==> src/rtl/switch_arbiter_pkg.sv <==
// Shared types for the 4-port switch scheduler: port masks, port indices and
// the rotating-order helper used by the grant scan.
package switch_arbiter_pkg;

    localparam int NUM_PORTS = 4;

    typedef logic [3:0] port_mask_t;
    typedef logic [1:0] port_idx_t;

    // k-th port in rotating order starting at base (wraps mod 4).
    function automatic port_idx_t rot_idx(input port_idx_t base, input int k);
        return base + port_idx_t'(k);
    endfunction

endpackage

==> src/rtl/switch_arbiter_rr_pick.sv <==
// Combinational rotating-priority grant scan: starving ports first, then the
// rest, each pass starting at rr_ptr; a port wins only if its dst is unclaimed.
module rr_pick
    import switch_arbiter_pkg::*;
(
    input  port_mask_t  eligible,
    input  port_mask_t  starving,
    input  logic [15:0] dst,
    input  port_idx_t   rr_ptr,
    output port_mask_t  grant,
    output port_idx_t   first_idx,
    output logic        any_grant
);

    port_mask_t claimed;
    port_mask_t cand;
    port_mask_t d;
    port_idx_t  idx;

    always_comb begin
        grant     = '0;
        first_idx = '0;
        any_grant = 1'b0;
        claimed   = '0;
        cand      = '0;
        d         = '0;
        idx       = '0;
        for (int pass = 0; pass < 2; pass++) begin
            cand = (pass == 0) ? (eligible & starving) : (eligible & ~starving);
            for (int k = 0; k < 4; k++) begin
                idx = rot_idx(rr_ptr, k);
                d   = dst[4*idx +: 4];
                if (cand[idx] && ((d & claimed) == '0)) begin
                    grant[idx] = 1'b1;
                    claimed    = claimed | d;
                    if (!any_grant) begin
                        first_idx = idx;
                        any_grant = 1'b1;
                    end
                end
            end
        end
    end

endmodule

==> src/rtl/switch_arbiter.sv <==
// Central scheduler for the 4-port switch: grants FIFO pops and drives the
// per-output mux selects one cycle later. Optional macro ARB_STATS_EN adds
// per-port 16-bit grant counters on grant_cnt.
module switch_arbiter
    import switch_arbiter_pkg::*;
#(
    parameter int NUM_PORTS    = 4,
    parameter int STARVE_LIMIT = 7
) (
    input  logic        clk,
    input  logic        rst,
    input  logic [3:0]  req,
    input  logic [15:0] req_dst,
    input  logic [3:0]  out_ready,
    output logic [3:0]  grant,
    output logic [3:0]  out_valid,
    output logic [7:0]  out_sel
`ifdef ARB_STATS_EN
    ,
    output logic [63:0] grant_cnt
`endif
);

    localparam logic [3:0] LIMIT = 4'(STARVE_LIMIT);

    port_mask_t grant_q, grant_d;
    port_mask_t sel_valid_q, sel_valid_d;
    port_mask_t out_valid_q, out_valid_d;
    port_idx_t  rr_ptr_q, rr_ptr_d;
    logic [7:0] sel_idx_q, sel_idx_d;
    logic [7:0] out_sel_q, out_sel_d;
    logic [3:0] wait_cnt_q [NUM_PORTS];
    logic [3:0] wait_cnt_d [NUM_PORTS];

    port_mask_t eligible, starving, pick_grant, dst_i;
    port_idx_t  first_idx;
    logic       any_grant;

    // A port whose grant is showing this cycle is still presenting the popped head.
    always_comb begin
        eligible = '0;
        starving = '0;
        dst_i    = '0;
        for (int i = 0; i < NUM_PORTS; i++) begin
            dst_i       = req_dst[4*i +: 4];
            eligible[i] = req[i] & ~grant_q[i] & (|dst_i) & ~(|(dst_i & ~out_ready));
            starving[i] = (wait_cnt_q[i] == LIMIT);
        end
    end

    rr_pick u_pick (
        .eligible  (eligible),
        .starving  (starving),
        .dst       (req_dst),
        .rr_ptr    (rr_ptr_q),
        .grant     (pick_grant),
        .first_idx (first_idx),
        .any_grant (any_grant)
    );

    always_comb begin
        grant_d     = pick_grant;
        rr_ptr_d    = any_grant ? first_idx + 2'd1 : rr_ptr_q;
        sel_valid_d = '0;
        sel_idx_d   = '0;
        for (int i = 0; i < NUM_PORTS; i++) begin
            for (int o = 0; o < 4; o++) begin
                if (pick_grant[i] && req_dst[4*i+o]) begin
                    sel_valid_d[o]       = 1'b1;
                    sel_idx_d[2*o +: 2]  = 2'(i);
                end
            end
            if (!req[i] || pick_grant[i]) begin
                wait_cnt_d[i] = '0;
            end else if (wait_cnt_q[i] == LIMIT) begin
                wait_cnt_d[i] = wait_cnt_q[i];
            end else begin
                wait_cnt_d[i] = wait_cnt_q[i] + 4'd1;
            end
        end
        // Transmit stage: selects hold when an output is idle.
        out_valid_d = sel_valid_q;
        out_sel_d   = out_sel_q;
        for (int o = 0; o < 4; o++) begin
            if (sel_valid_q[o]) begin
                out_sel_d[2*o +: 2] = sel_idx_q[2*o +: 2];
            end
        end
    end

    always_ff @(posedge clk or posedge rst) begin
        if (rst) begin
            grant_q     <= '0;
            rr_ptr_q    <= '0;
            sel_valid_q <= '0;
            sel_idx_q   <= '0;
            out_valid_q <= '0;
            out_sel_q   <= '0;
            for (int i = 0; i < NUM_PORTS; i++) begin
                wait_cnt_q[i] <= '0;
            end
        end else begin
            grant_q     <= grant_d;
            rr_ptr_q    <= rr_ptr_d;
            sel_valid_q <= sel_valid_d;
            sel_idx_q   <= sel_idx_d;
            out_valid_q <= out_valid_d;
            out_sel_q   <= out_sel_d;
            for (int i = 0; i < NUM_PORTS; i++) begin
                wait_cnt_q[i] <= wait_cnt_d[i];
            end
        end
    end

    assign grant     = grant_q;
    assign out_valid = out_valid_q;
    assign out_sel   = out_sel_q;

`ifdef ARB_STATS_EN
    logic [63:0] grant_cnt_q, grant_cnt_d;

    always_comb begin
        grant_cnt_d = grant_cnt_q;
        for (int i = 0; i < NUM_PORTS; i++) begin
            if (grant_q[i]) begin
                grant_cnt_d[16*i +: 16] = grant_cnt_q[16*i +: 16] + 16'd1;
            end
        end
    end

    always_ff @(posedge clk or posedge rst) begin
        if (rst) begin
            grant_cnt_q <= '0;
        end else begin
            grant_cnt_q <= grant_cnt_d;
        end
    end

    assign grant_cnt = grant_cnt_q;
`endif

endmodule

==> config.mk <==
export PLATFORM = sky130hd
export DESIGN_NAME = switch_arbiter
export DESIGN_NICKNAME = d
export VERILOG_FILES = /design/src/rtl/switch_arbiter_pkg.sv /design/src/rtl/switch_arbiter_rr_pick.sv /design/src/rtl/switch_arbiter.sv
export SDC_FILE = /design/constraint.sdc
export NUM_CORES = 1
export LEC_CHECK = 0
export BUFFER_PORTS_ARGS = -buffer_cell sky130_fd_sc_hd__buf_4
export CAP_MARGIN = 20
export CORE_UTILIZATION = 60
export DETAILED_ROUTE_END_ITERATION = 7
export PLACE_DENSITY = 0.81
export SYNTH_ARGS = -nofsm -noshare
export SYNTH_HDL_FRONTEND = slang
export SYNTH_SLANG_ARGS = --single-unit
==> constraint.sdc <==
create_clock -name clk -period 7.8 [get_ports clk]
set_input_delay 0.78 -clock clk [delete_from_list [all_inputs] [get_ports clk]]
set_output_delay 0.78 -clock clk [all_outputs]
set_load 0.02 [all_outputs]
==> impl_metrics.csv <==
group,metric,value,unit
clock_tree,htree_levels,2,
detailed_routing,drt_iter0_markers,494,
finish,fillers,518,
finish,register_area,0.001151,mm²
clock_tree,tritoncts,"yes",
global_routing,grt-ovfl-total,0,
min_path,min_to,"out_valid[2]$_DFF_PP0_",
finish,antenna_cells,0,
run,cap_viol_max_count,0,
setup_path,path_class,"flop to flop",
detailed_routing,drc_errors,0,
timing,min_period,6.232,ns
detailed_routing,drt-total-wl,11.49,mm
logic_synthesis,syn_inst,435,
setup_path,worstRegToRegCells,18,
logic_synthesis,synth.most_common_cell,"nand2_1",
setup_path,reg2reg_slack,1.57,ns
floorplanning,die-area,0.007233,mm²
placement,dp_cells,539,
timing,tns,0,ns
clock_tree,cts.sinks,46,
pwr,p_total,1.792,mW
clock_tree,cts_resized,0,
detailed_routing,wl_per_cell,21.00,µm
min_path,hold_path_startpoint,"out_valid_d[2]$_DFF_PP0_",
detailed_routing,vias,3875,
floorplanning,rows,29,
logic_synthesis,ys_seq_elements,46,
detailed_routing,ant_nets,0,
floorplanning,fp.dieW,85.05,µm
detailed_routing,dr.pass1.iters,5,
clock_tree,clk_path_buf_depth,2,
timing,drv_slew,0,
timing,hold_ws,0.4264,ns
setup_path,cp-end-kind,"flop",
logic_synthesis,synthesis.area_per_instance,9.512,µm²
placement,dp_hpwl,8.757,mm
clock_tree,worstSkewPairLatency,0.31,ns
placement,place.gp.congestion,0.9195,
timing,tightest_slew,0.9347,ns
global_routing,grt_pass1_wl,18.69,mm
pwr,p_per_area,394.5,mW/mm²
finish,nets,508,
setup_path,critPathLaunchType,"flop",
global_routing,grt_pass1_vias,3670,
floorplanning,core_region_area,0.006495,mm²
pwr,p_leak,2.006,nW
logic_synthesis,synth_largest_area_cell,"dfrtp_1",
global_routing,antenna_found_initial,0,
logic_synthesis,syn_area,0.004138,mm²
setup_path,crit_required,8.02,ns
finish,fin_area,0.004542,mm²
setup_path,timing.rr.start,"rr_ptr_q[0]$_DFFE_PP0P_",
logic_synthesis,ys.warnings.count,0,
setup_path,cp-startpoint,"rr_ptr_q[0]$_DFFE_PP0P_",
logic_synthesis,synthTopCellsByCount,"nand2_1 (60), dfrtp_1 (46), inv_1 (28)",
placement,io_buffers,41,
timing,rsz0062_at_grt,"false",
min_path,hold_class,"flop to flop",
floorplanning,ios,42,
timing,skew,0.007933,ns
logic_synthesis,synthDistinctLibCells,90,
detailed_routing,vias_per_cell,7.084,
logic_synthesis,synth_top_area_share,27.82,%
status,status,"complete, no violations",
setup_path,path_max_fanout,19,
timing,hold_violations,0,
min_path,hold_path_depth,0,
logic_synthesis,synth_ff_type,"dfrtp_1",
logic_synthesis,ys_seq_area_share,27.82,%
placement,post_dp_cell_area,0.004447,mm²
finish,drive_above_1_share,25.32,%
timing,setup_viol,0,
timing,period_share,79.90,%
clock_tree,cts-root-buf,"clkbuf_8",
logic_synthesis,synth_area_leaders,"dfrtp_1 (28%), mux4_2 (11%), nand2_1 (5.4%)",
global_routing,grt_usage,33.51,%
floorplanning,initial_core_util,63.71,%
finish,area_delta_synth_final,9.767,%
pwr,vdd_drop_max,0.4400,mV
finish,multi_input_area,0.002756,mm²
clock_tree,cts_inserted_buffers,5,
clock_tree,cts_hold_buf,0,
setup_path,arrival,6.45,ns
logic_synthesis,synth-async-reset-ratio,100.0,%
timing,fmax,0.1605,GHz
timing,max-slew-margin-rel,37.60,%
floorplanning,dieHeight,85.05,µm
clock_tree,clk_pin_slew_worst_paths,0.08,ns
logic_synthesis,synth_edf_count,0,
global_routing,grt_max_degree,47,
setup_path,timing.rr.end,"out_valid_d[3]$_DFF_PP0_",
finish,stdcell_count,547,
clock_tree,post_cts_buffers,0,
logic_synthesis,synth_fp_nets,474,
## placed cells by master (no fill, tap or decap), types with 5 or more instances in the layout
| cell type | instances |
|---|---|
| nor4_1 | 6 |
| a211o_1 | 5 |
| o2111ai_1 | 6 |
| a222oi_1 | 6 |
| nand2_1 | 60 |
| inv_1 | 27 |
| clkbuf_8 | 6 |
| nand3_1 | 17 |
| mux2_2 | 10 |
| and3_1 | 7 |
| a22oi_1 | 6 |
| buf_4 | 44 |
| o31ai_1 | 8 |
| nor3_1 | 21 |
| ha_1 | 13 |
| dfrtp_1 | 46 |
| o21ai_0 | 22 |
| nor2_1 | 19 |
| mux4_2 | 20 |
| a21oi_1 | 11 |
## logic make-up after synthesis
kind of cell	Yosys count	share of synthesized area, %
and+or+nand+nor	161	19.50
buffers and inverters	47	5.564
DFF	46	27.82
AOI/OAI and AO/OA	128	26.52
adders and majority gates	13	3.931
xor gates and xnor gates	4	0.8468
muxes	36	15.81
## area by class of cell
| cell class | count | share of cell area (%) |
|---|---|---|
| clock inverter | 2 | 0.2755 |
| clock buffer | 6 | 1.818 |
| timing repair buffer | 44 | 7.273 |
| inverter | 30 | 2.479 |
| multi-input combinational | 342 | 60.69 |
| tap | 77 | 2.121 |
| sequential | 46 | 25.34 |
## per-stage QoR
step | utilization, % | worst slack (ns)
finish | 69.93 | 1.568
global route | 69.93 | 1.136
CTS | 69.93 | 1.700
detailed placement | 68.46 | 1.711
global placement | 68.46 | 1.843
floorplan | - | 2.382
## per-layer routing
layer  vias up  routed length (µm)  track usage (%)
met5         -                   0                0
met4         0                 252            9.861
met3        27                1146            7.296
met2       227                5378            52.93
met1      1870                4710            46.62
li1       1751                   -                -
## state kept, by name, summed over array words and instances, names as in the netlist
name	cells
wait_cnt_q	16
out_sel	8
sel_idx_q	8
grant	4
out_valid	4
out_valid_d	4
rr_ptr_q	2
## how the worst max path moves through the flow
| stage | endpoint | slack, ns | cells after the start |
|---|---|---|---|
| floorplan | sel_idx_q[4]$_DFF_PP0_ | 2.38 | 22 |
| global placement | sel_idx_q[2]$_DFF_PP0_ | 1.84 | 16 |
| detailed placement | sel_idx_q[4]$_DFF_PP0_ | 1.71 | 16 |
| CTS | out_valid_d[3]$_DFF_PP0_ | 1.70 | 18 |
| global route | out_valid_d[3]$_DFF_PP0_ | 1.14 | 18 |
| finish | out_valid_d[3]$_DFF_PP0_ | 1.57 | 18 |
## worst max-delay path, stage by stage, from the launching register on
cell and delay [ns]:
dfrtp_1 0.36, clkinv_1 0.33, ha_1 0.98, mux4_2 0.67, nand2_1 0.15, nand3_1 0.11
a21oi_1 0.24, a21oi_4 0.11, nor3_1 0.38, o221a_2 0.32, o21ai_4 0.12, o2111ai_4 0.38
or2_1 0.23, and4_4 0.31, a221oi_4 0.13, a211o_4 0.41, o2111ai_2 0.58, nand2_1 0.18
o2111ai_1 0.16
## power breakdown
part | leakage (nW) | internal [mW] | total (mW) | switching, mW
logic | 1.35 | 0.499 | 1.27 | 0.771
registers | 0.611 | 0.324 | 0.372 | 0.0483
clock network | 0.0472 | 0.0712 | 0.150 | 0.0789
No activity file was read; power rests on OpenSTA's default activity.
